File: src/rtl/memory_delay_tank.sv
// ============================================================================
// Module      : memory_delay_tank
// Description : Serial delay-line store. Models one mercury tank as a
//               circulating loop of WORDS x WORD_BITS bit-times, with word
//               addressed write/clear/read gating, an ungated monitor tap,
//               position/sync outputs, and a self-clearing sweep after reset.
// Revision    : 1.0 - initial release
// ============================================================================
`default_nettype none

module memory_delay_tank #(
  parameter  int WORD_BITS = 36,
  parameter  int WORDS     = 16,
  localparam int BA        = $clog2(WORD_BITS),
  localparam int WA        = $clog2(WORDS)
) (
  input  logic          r2_clk,
  input  logic          r2_rst_n,
  input  logic          r2_adv,
  input  logic          r2_mib,
  input  logic          r2_sel_en,
  input  logic [WA-1:0] r2_sel_word,
  input  logic          r2_clr,
  input  logic          r2_in,
  input  logic          r2_out,
  output logic          r2_mob,
  output logic          r2_monitor,
  output logic [BA-1:0] r2_bit_idx,
  output logic [WA-1:0] r2_word_idx,
  output logic          r2_sync,
  output logic          r2_ready
);

  localparam int DEPTH = WORDS * WORD_BITS;
  localparam int PW    = $clog2(DEPTH);

  localparam logic [PW-1:0] c_LAST_PTR  = PW'(DEPTH - 1);
  localparam logic [BA-1:0] c_LAST_BIT  = BA'(WORD_BITS - 1);
  localparam logic [WA-1:0] c_LAST_WORD = WA'(WORDS - 1);

  typedef enum logic {
    S_INIT = 1'b0,
    S_RUN  = 1'b1
  } state_t;

  state_t        r_state;
  logic          r_mem [DEPTH];
  logic [PW-1:0] r_ptr;
  logic [BA-1:0] r_bit_idx;
  logic [WA-1:0] r_word_idx;
  logic          r_mob;
  logic          r_monitor;
  logic          r_sync;
  logic          r_ready;

  logic w_b;
  logic w_match;
  logic w_new;
  logic w_step;
  logic w_we;
  logic w_wdata;

  // Bit arriving at the tank end, gate decode and the value to recirculate
  always_comb begin
    w_b     = r_mem[r_ptr];
    w_match = !r2_sel_en || (r2_sel_word == r_word_idx);
    if (w_match && r2_clr) begin
      w_new = 1'b0;
    end else if (w_match && r2_in) begin
      w_new = r2_mib;
    end else begin
      w_new = w_b;
    end
    w_step  = (r_state == S_RUN) && r2_adv;
    // The clear sweep writes every clock regardless of the bit-time strobe
    w_we    = (r_state == S_INIT) || w_step;
    w_wdata = (r_state == S_RUN) ? w_new : 1'b0;
  end

  // Loop storage: contents survive reset and are wiped by the INIT sweep instead
  always_ff @(posedge r2_clk) begin
    if (w_we) begin
      r_mem[r_ptr] <= w_wdata;
    end
  end

  // Sweep/run state machine, loop position and registered outputs
  always_ff @(posedge r2_clk or negedge r2_rst_n) begin
    if (!r2_rst_n) begin
      r_state    <= S_INIT;
      r_ptr      <= '0;
      r_bit_idx  <= '0;
      r_word_idx <= '0;
      r_mob      <= 1'b0;
      r_monitor  <= 1'b0;
      r_sync     <= 1'b0;
      r_ready    <= 1'b0;
    end else begin
      // Pointer and indices move together so ptr == word*WORD_BITS + bit holds
      if (w_we) begin
        r_ptr <= (r_ptr == c_LAST_PTR) ? '0 : r_ptr + 1'b1;
        if (r_bit_idx == c_LAST_BIT) begin
          r_bit_idx  <= '0;
          r_word_idx <= (r_word_idx == c_LAST_WORD) ? '0 : r_word_idx + 1'b1;
        end else begin
          r_bit_idx <= r_bit_idx + 1'b1;
        end
      end

      case (r_state)
        S_INIT: begin
          r_mob     <= 1'b0;
          r_monitor <= 1'b0;
          r_sync    <= 1'b0;
          if (r_ptr == c_LAST_PTR) begin
            r_state <= S_RUN;
            r_ready <= 1'b1;
          end
        end
        S_RUN: begin
          if (r2_adv) begin
            r_monitor <= w_new;
            r_mob     <= (w_match && r2_out) ? w_b : 1'b0;
            r_sync    <= (r_word_idx == '0) && (r_bit_idx == '0);
          end else begin
            r_sync <= 1'b0;
          end
        end
        default: begin
          r_state <= S_INIT;
        end
      endcase
    end
  end

  assign r2_mob      = r_mob;
  assign r2_monitor  = r_monitor;
  assign r2_bit_idx  = r_bit_idx;
  assign r2_word_idx = r_word_idx;
  assign r2_sync     = r_sync;
  assign r2_ready    = r_ready;

endmodule

`default_nettype wire

File: config.mk
export PLATFORM = sky130hd
export DESIGN_NAME = memory_delay_tank
export DESIGN_NICKNAME = d
export VERILOG_FILES = /design/src/rtl/memory_delay_tank.sv
export SDC_FILE = /design/constraint.sdc
export NUM_CORES = 1
export LEC_CHECK = 0
export ABC_AREA = 1
export ABC_CLOCK_PERIOD_IN_PS = 14200
export CORE_MARGIN = 10
export CORE_UTILIZATION = 50
export DETAILED_ROUTE_END_ITERATION = 10
export PLACE_DENSITY_LB_ADDON = 0.25
export SLEW_MARGIN = 10
export SYNTH_ARGS = -nofsm -noshare
export SYNTH_HDL_FRONTEND = slang
export SYNTH_SLANG_ARGS = --single-unit
File: constraint.sdc
create_clock -name r2_clk -period 14.2 [get_ports r2_clk]
set_clock_uncertainty 0.15 [all_clocks]
set_input_delay 2.84 -clock r2_clk [delete_from_list [all_inputs] [get_ports r2_clk]]
set_output_delay 2.84 -clock r2_clk [all_outputs]
set_load 0.01 [all_outputs]
# Word-level counts from Yosys, hierarchy flattened
# Memories as Yosys holds them, arrays and structs flattened.
# Index checks and enable logic that the tools add are counted.
dict set report totals {
  ff_bits 25
  latch_bits 0
  ramBits 576
  romBits 0
  out_inout_bits 14
  n_memories 1
}
# name words width rd rd_ports_with_merged_regs write_ports line
set memory_table {}
lappend memory_table {r_mem 576 1 1 0 1 47} ;# logic r_mem [DEPTH];
dict set report classes {
  n_addsub 3
  n_mul 0
  div_mod_pow 0
  n_lt_le_gt_ge 0
  n_eq_ne 5
  shifts 0
  n_mux 17
  n_bitwise 1
  n_reduce_logical 12
}
# cell count
set op_table {}
lappend op_table {{$mux W1} 11}
lappend op_table {{$add A10 B1 Y10 const B} 1}
lappend op_table {{$eq A10 B10 Y1 const B} 1}
lappend op_table {{$mux W10} 1}
lappend op_table {{$add A6 B1 Y6 const B} 1}
lappend op_table {{$eq A6 B6 Y1 const B} 1}
lappend op_table {{$logic_not A6 Y1} 1}
lappend op_table {{$mux W6} 1}
lappend op_table {{$pmux W1 S2} 3}
lappend op_table {{$logic_and A1 B1 Y1} 5}
lappend op_table {{$add A4 B1 Y4 const B} 1}
lappend op_table {{$eq A4 B4 Y1} 1}
lappend op_table {{$eq A4 B4 Y1 const B} 1}
lappend op_table {{$logic_not A4 Y1} 1}
lappend op_table {{$mux W4} 1}
lappend op_table {{$reduce_and A2 Y1} 2}
lappend op_table {{$logic_or A1 B1 Y1} 2}
lappend op_table {{$ne A2 B2 Y1 const B} 1}
lappend op_table {{$logic_not A1 Y1} 1}
lappend op_table {{$not A1 Y1} 1}

# Longest topological paths before layout
# Gate-level depths: netlist of run 1.
dict set report depth {
  ltp_word 7
  mapped_depth 20
  mapped_depth_nobuf 17
}

# Worst setup path after synthesis of run 1
# OpenSTA, ideal clock, no wires.
dict set report synth_path {
  path_type {input-to-reg}
  startpoint {input r2_sel_word[3]}
  endpoint {memory r_mem[0] (data pin)}
  setup_ns 1.490
  arrival_ns 9.593
  required_ns 12.560
  slack_ns 2.967
  cell_stages 6
  path_buffers 0
  path_cell_list {xnor2_1 -> a41oi_1 -> nor2_1 -> nor2_1 -> nand2_1 -> inv_1}
}
dict set report synth_via {
  elab_chain_len 6
}
# element line
set synth_lines {}
lappend synth_lines {{start: declaration} 22} ;# input logic [WA-1:0] r2_sel_word,
lappend synth_lines {{$eq A4 B4 Y1 (*)} 66} ;# w_match = !r2_sel_en || (r2_sel_word == r_word_idx);
lappend synth_lines {{$logic_or A1 B1 Y1 (*)} 66}
lappend synth_lines {{$logic_and A1 B1 Y1} 69} ;# end else if (w_match && r2_in) begin
lappend synth_lines {{$mux W1} 69}
lappend synth_lines {{$mux W1 (*)} 67} ;# if (w_match && r2_clr) begin
lappend synth_lines {{$mux W1 (*)} 77} ;# w_wdata = (r_state == S_RUN) ? w_new : 1'b0;
lappend synth_lines {{via w_wdata} 61} ;# logic w_wdata;
lappend synth_lines {{end: declaration} 47}
# The timed path passes the listed nets; every way through them passes the cells marked *.

# Worst setup path in the final report of run 1
dict set report layout_path {
  startpoint {register r_ptr[0]}
  endpoint {memory r_mem[488] (data pin)}
}
dict set report layout_via {
  elab_chain_len 4
}
# element line
set layout_lines {}
lappend layout_lines {{start: declaration} 48} ;# logic [PW-1:0] r_ptr;
lappend layout_lines {{start signal: assignment} 101} ;# r_ptr <= (r_ptr == c_LAST_PTR) ? '0 : r_ptr + 1'b1;
lappend layout_lines {{$mem_v2 Z576 W1} --}
lappend layout_lines {{$mux W1} 69}
lappend layout_lines {{$mux W1} 67}
lappend layout_lines {{$mux W1} 77}
lappend layout_lines {{via w_wdata} 61}
# The timed path passes the listed nets, and every way through them passes these cells.

==> results by group, run 1 <==
Detailed routing
  – Via count: 21,650
  – Wirelength per Cell: 20.09 microns
  – Vias/cell: 5.511
  – Detailed Routing Iterations Pass 1: 6
  – DRC: 0
  – Total wire length: 78.94 mm
  – DR iter-0 viols: about 3,100
  – Final ANT Viol Nets: 0

Logic synthesis
  – Synth Flop Type: edfxtp_1
  – Mean Syn Cell Area: between 8 and 9 sq um
  – Sequential area share after synthesis: 62.87%
  – Post-Syn Area: approximately 29,000 sq um
  – Cells after synthesis: approximately 3,200
  – Synth cell types: 31
  – Number of synthesized flops with an enable pin: between 500 and 600
  – Post-synth net total: 3,225
  – YS warnings: 0
  – Register bit count reported by yosys: 601
  – Ys async rst share: 4.160%

Placement
  – IO buf count: 25
  – Post-Place Setup Slack: about 7 ns
  – GP Congestion: 0.9092
  – DP Wirelength: around 45 mm

Layout
  – Proportion of layout cells with a drive suffix above 1: 4.192%
  – Layout Nets: 3,146
  – Area growth syn-to-layout: 8.743%
  – Antenna cells: 0

Status
  – Status: completed

Clock network
  – Post_cts resized: 0
  – CTS tree: yes
  – Hold_buf cts: 0
  – CTS Sinks: between 600 and 700
  – Postcts setup bufs: 0
  – CTS buffer count: between 60 and 70
  – Clock Latency Late Sink: slightly above 0.6 ns
  – Clk slew on worst S/H paths: about 0.060 ns
  – CTS Buffer Depth: 3
  – Root Driver: clkbuf_16
  – CTS H-tree lvls: 3

Power and ir drop
  – Peak supply drop: roughly 0.15 mV
  – Pwr dens: 180.3 nW/um^2
  – Static Leak: around 12 nW

Worst setup path
  – Setup crit start kind: register
  – CP peak stage delay: between 0.7 and 0.8 ns
  – Slowest cell on crit path: buf_4
  – CP Class: reg2reg
  – Crit Path Max Fanout: between 200 and 300
  – Worst setup EP type: register
  – Critical Path RT: 14.32 ns
  – Worst path top cell family by delay: buffers and inverters
  – Worst Path Arrival: approximately 7.3 ns
  – CP cell instances: inv_8 > buf_4 > buf_4 > nand2_1 > nand2_1 > nand2_1 > nand2_1 > nand2_1 > nand2_1 > nor2_1 > nand2_1 > nand2_1 > nand3_1 > nand2_1 > nand2_1 > nor2_1 > nand3_1 > nand2_1 > inv_8 > buf_12 > buf_4
  – Most frequent CP cell: nand2_1
  – WP buf/inv: 6

Global route
  – Total GRT Usage: 23.15%
  – Pin count of the biggest net entering global routing: between 200 and 300
  – Vias in the first global route: 20,250
  – First-pass GRT wire length: approximately 120 mm
  – GRT overflow: 0
  – Initial antenna violation count: 0

STA
  – Final TNS setup: 0 ns
  – Final worst slack: around 7 ns
  – Final Hold Fails: 0
  – FMAX: between 100 and 150 MHz
  – RSZ-0062 raised after global routing: no
  – Tcrit/Tclk final: just over 50%
  – Measured slew at the worst slew-check pin: 1.251 ns
  – Final setup viols: 0
  – Min Tclk post-route: roughly 7.2 ns
  – Max Slew Vio Count: 0
  – Normalized max-slew margin: between 10% and 20%

Floorplan
  – Std cell rows: slightly below 90
  – Die X: 258.8 microns
  – Die area: between 60,000 and 70,000 sq um
  – Starting Density: about half
  – Core ar.: approximately 56,000 sq um
  – Die height: about 260 microns
  – I/O Pins: 26

Hold path
  – Class of the worst hold path: reg2reg

Job
  – MaxCap Viol Count: 0
[registers in the layout, indices dropped and copies added, names as in the netlist]
signal	count
r_ptr	10
r_state	1
r_mem	576
r2_bit_idx	6
r2_monitor	1
r2_ready	1
r2_sync	1
r2_mob	1
r2_word_idx	4
[logic make-up (layout without fill, tap and decap cells)]
| kind of cell | after synthesis | after routing | synth area share (%) |
|---|---|---|---|
| AOI/OAI and AO/OA | 146 | 146 | 2.633 |
| and+or+nand+nor | 1961 | 1961 | 26.59 |
| buffers and inverters | 479 | 447 | 7.250 |
| DFF | 601 | 601 | 62.87 |
| adders and majority gates | 8 | 8 | 0.3511 |
| xor gates and xnor gates | 10 | 10 | 0.3072 |
[per-stage QoR]
step           total power, mW  hold WS, ns  utilization (%)  instances  cell area (sq um)
2_1_floorplan            3.370       0.3220                -       3205              28510
3_3_place_gp             3.938       0.3169            51.41       3814              28990
3_5_place_dp             3.956       0.3196            51.41       3814              28990
4_1_cts                  5.581       0.3371            54.98       3929              31000
5_1_grt                  5.857       0.3738            54.98       3929              31000
6_report                 5.589       0.3285            54.98       3929              31000
[area by class of cell]
class | count | area (sq um)
Sequential cell | 601 | 17930
Tap cell | 756 | 945.9
Timing Repair Buffer | 57 | 515.5
Clock inverter | 20 | 148.9
Multi-Input combinational cell | 2125 | 8547
Fill cell | 5143 | 25390
Clock buffer | 95 | 1864
Inverter | 275 | 1050
[path summary, 6_finish.rpt]
path,startpoint,endpoint,slack [ns],cells past startpoint
max in group asynchronous,r2_rst_n,r_ptr[0],11.12,2
max,r_ptr[0],r_mem[488],7.00,21
min in group asynchronous,r2_rst_n,r_ptr[8],2.46,2
min,r2_ready,r2_ready,0.33,1
max reg2reg,r_ptr[0],r_mem[488],7.00,21
min reg2reg,r2_ready,r2_ready,0.33,1
[synth_stat cells (4+ instances only)]
master	instances	area share, %
inv_1	269	3.5
edfxtp_1	576	61
o22ai_1	5	0.11
buf_2	85	1.5
nand3_1	139	2.4
nor2_1	794	10
buf_1	19	0.25
ha_1	8	0.35
nor3_1	19	0.33
clkbuf_1	73	0.96
xnor2_1	4	0.12
nand4_1	4	0.088
inv_2	4	0.053
o21ai_1	14	0.25
buf_6	15	0.59
dfrtp_1	25	2.2
buf_4	12	0.32
a21oi_1	10	0.18
nand2_1	1000	13
o21ai_0	112	2.0
xor2_1	6	0.18
[cells in the final DEF (no fill, tap or decap), drive strengths merged, types with 10 or more instances in the layout]
cell	synthesis	final
nand2	1000	1000
nor2	796	796
dfrtp	25	25
clkbuf	73	95
a21oi	10	10
nor3	19	19
nand3	139	139
clkinv	1	17
inv	274	276
buf	131	32
clkdlybuf4s50	0	25
edfxtp	576	576
o21ai	126	126
[where the power goes]
part / internal [mW] / total [mW] / switching (mW) / leakage [nW]
clock network: 0.947 / 1.63 / 0.686 / 0.982
logic: 0.479 / 1.90 / 1.43 / 5.70
registers: 1.98 / 2.05 / 0.0767 / 5.23
[per-layer routing]
layer | global-route usage, % | vias to the layer above | routed length, microns
met3 | 3.936 | 163 | 8202
met5 | 0 | - | 0
met4 | 8.626 | 0 | 2544
met2 | 36.90 | 1099 | 36630
met1 | 31.42 | 10420 | 31560
li1 | - | 9968 | -
Power figures use the tool's default switching activity.
==> run 2, diff against run 1 <==
--- a/config.mk
+++ b/config.mk
@@ -6,7 +6,7 @@
 export NUM_CORES = 1
 export LEC_CHECK = 0
 export ABC_AREA = 1
-export ABC_CLOCK_PERIOD_IN_PS = 14200
+export ABC_CLOCK_PERIOD_IN_PS = 7240
 export CORE_MARGIN = 10
 export CORE_UTILIZATION = 50
 export DETAILED_ROUTE_END_ITERATION = 10
==> constraint.sdc (replaced) <==
create_clock -name r2_clk -period 7.24 [get_ports r2_clk]
set_clock_uncertainty 0.15 [all_clocks]
set_input_delay 1.448 -clock r2_clk [delete_from_list [all_inputs] [get_ports r2_clk]]
set_output_delay 1.448 -clock r2_clk [all_outputs]
set_load 0.01 [all_outputs]
==> results by group, run 2 (synthesis results as in run 1) <==
Detailed routing
  – Final ANT Viol Nets: 0 (unchanged)
  – Wirelength per Cell: 20.90 microns (+4.0%)
  – Detailed Routing Iterations Pass 1: 6 (unchanged)
  – DR iter-0 viols: 2,739 (-12%)
  – Via count: 21,840 (+0.89%)
  – Total wire length: 82.24 mm (+4.2%)
  – DRC: 0 (unchanged)
  – Vias/cell: 5.553 (+0.76%)

Worst setup path
  – Critical Path RT: 7.34 ns (-6.98 ns)
  – Slowest cell on crit path: clkinvlp_4
  – WP buf/inv: 4 (-2)
  – Setup crit start kind: register
  – Crit Path Max Fanout: 141 (-46%)
  – CP Class: reg2reg
  – Most frequent CP cell: nand2_1
  – CP peak stage delay: 0.83 ns (+0.06 ns)
  – Worst Path Arrival: 5.52 ns (-1.80 ns)
  – R2R setup slack: 1.82 ns (-5.18 ns)
  – CP cell instances: inv_8 > buf_4 > nand2_1 > nand3_1 > nand2_1 > nand2_1 > nand2_1 > nor2_1 > nand2_1 > nand2_1 > nand2_1 > nor2_1 > nor2_1 > nor2_1 > nand3_1 > nand2_1 > clkinvlp_4 > buf_12
  – Worst path top cell family by delay: buffers and inverters
  – Worst setup EP type: register

Layout
  – Cell area after layout: 31,140 sq um (+0.46%)
  – Non-filler cells, final: 3,934 (+0.13%)
  – Proportion of layout cells with a drive suffix above 1: 4.500% (+0.31 points)
  – Antenna cells: 0 (unchanged)
  – Area growth syn-to-layout: 9.239%
  – Most frequent cells in the layout: nand2_1 (997), nor2_1 (791), edfxtp_1 (576)
  – Layout Nets: 3,152 (+0.19%)
  – Most common cell after layout, fill and taps aside: nand2_1
  – Final-layout fill cell count: 5,066 (-1.5%)
  – Max reg flops: 576 (unchanged)
  – Largest Register: r_mem

Placement
  – Area after DPL: 29,120 sq um (+0.47%)
  – IO buf count: 25 (unchanged)
  – Dpl cells: 3,820 (+0.16%)
  – GP Congestion: 0.9403 (+3.4%)
  – DP Wirelength: 47.51 mm (+5.8%)
  – Post-Place Setup Slack: 1.958 ns (-5.027 ns)

Clock network
  – Post_cts resized: 0 (unchanged)
  – Postcts setup bufs: 0 (unchanged)
  – Clock Latency Late Sink: 0.61 ns (about the same)
  – CTS buffer count: 66 (unchanged)
  – CTS tree: yes
  – CTS Buffer Depth: 3 (unchanged)
  – Root Driver: clkbuf_16
  – CTS Sinks: 601 (unchanged)
  – CTS H-tree lvls: 3 (unchanged)
  – Clk slew on worst S/H paths: 0.06 ns (about the same)
  – Hold_buf cts: 0 (unchanged)

Floorplan
  – I/O Pins: 26 (unchanged)
  – Die height: 258.8 microns (unchanged)
  – Starting Density: 50.56% (unchanged)
  – Core ar.: 56,390 sq um (unchanged)
  – Std cell rows: 87 (unchanged)
  – Die X: 258.8 microns (unchanged)
  – Die area: 66,970 sq um (unchanged)

Global route
  – GRT overflow: 0 (unchanged)
  – Vias in the first global route: 20,800 (+2.7%)
  – First-pass GRT wire length: 124.2 mm (+4.0%)
  – Pin count of the biggest net entering global routing: 154 (-41%)
  – Global Route met2 Usage: 39.15% (+2.3 points)
  – GR peak layer: met2
  – Initial antenna violation count: 0 (unchanged)
  – M3 GR Usage: 4.742% (+0.81 points)
  – GR Util met1: 31.85% (+0.43 points)
  – Total GRT Usage: 24.16% (+1.0 points)

STA
  – Worst-case hold slack: 0.3300 ns (+0.001457 ns)
  – Final worst slack: 1.819 ns (-5.178 ns)
  – Max Slew Vio Count: 0 (unchanged)
  – Final setup viols: 0 (unchanged)
  – Measured slew at the worst slew-check pin: 1.229 ns (-0.02200 ns)
  – Min Tclk post-route: 5.421 ns (-1.782 ns)
  – Final TNS setup: 0 ns (unchanged)
  – Final Hold Fails: 0 (unchanged)
  – RSZ-0062 raised after global routing: no
  – Tcrit/Tclk final: 74.88% (+24 points)
  – FMAX: 184.5 MHz (+33%)
  – Normalized max-slew margin: 17.85% (+1.2 points)

Power and ir drop
  – Peak supply drop: 0.4536 mV (+200%)
  – Pwr dens: 354.5 nW/um^2 (+97%)
  – Static Leak: 11.96 nW (+0.36%)

Job
  – MaxCap Viol Count: 0 (unchanged)

Status
  – Status: completed

Hold path
  – Class of the worst hold path: reg2reg
==> run 2: cell type report <==
type / instances / area, sq um / share of cell area, %
clock buffer: 86 / 1833 / 5.886
clock inverter: 28 / 178.9 / 0.5745
inverter: 275 / 1046 / 3.359
multi-input combinational: 2125 / 8586 / 27.57
sequential: 601 / 17930 / 57.57
tap: 756 / 945.9 / 3.037
timing repair buffer: 63 / 623.1 / 2.001
==> run 2: worst paths after layout <==
check                           depth (start not counted)     start        to
min in group asynchronous                               2  r2_rst_n  r2_ready
max in group asynchronous                               2  r2_rst_n  r_ptr[0]
worst max-delay path                                   18  r_ptr[0]  r_mem[5]
worst min-delay path                                    1  r2_ready  r2_ready
worst max register to register                         18  r_ptr[0]  r_mem[5]
worst min register to register                          1  r2_ready  r2_ready
==> run 2: metrics by stage <==
| stage | total power [mW] | utilization, % |
|---|---|---|
| CTS | 10.99 | 55.22 |
| floorplan | 6.615 | - |
| global placement | 7.784 | 51.65 |
| finish | 11.04 | 55.23 |
| detailed placement | 7.807 | 51.65 |
| global route | 11.55 | 55.23 |
==> run 2: power by group <==
part / total, mW / leakage (nW) / internal, mW / switching, mW
clock network: 3.21 / 0.978 / 1.85 / 1.37
logic: 3.81 / 5.75 / 0.967 / 2.84
registers: 4.02 / 5.23 / 3.87 / 0.143
==> run 2: metal layers <==
layer	wire, microns	vias to the layer above
met4	2575	0
met2	38680	1059
met1	32770	10650
met5	0	-
li1	-	9982
met3	8211	154
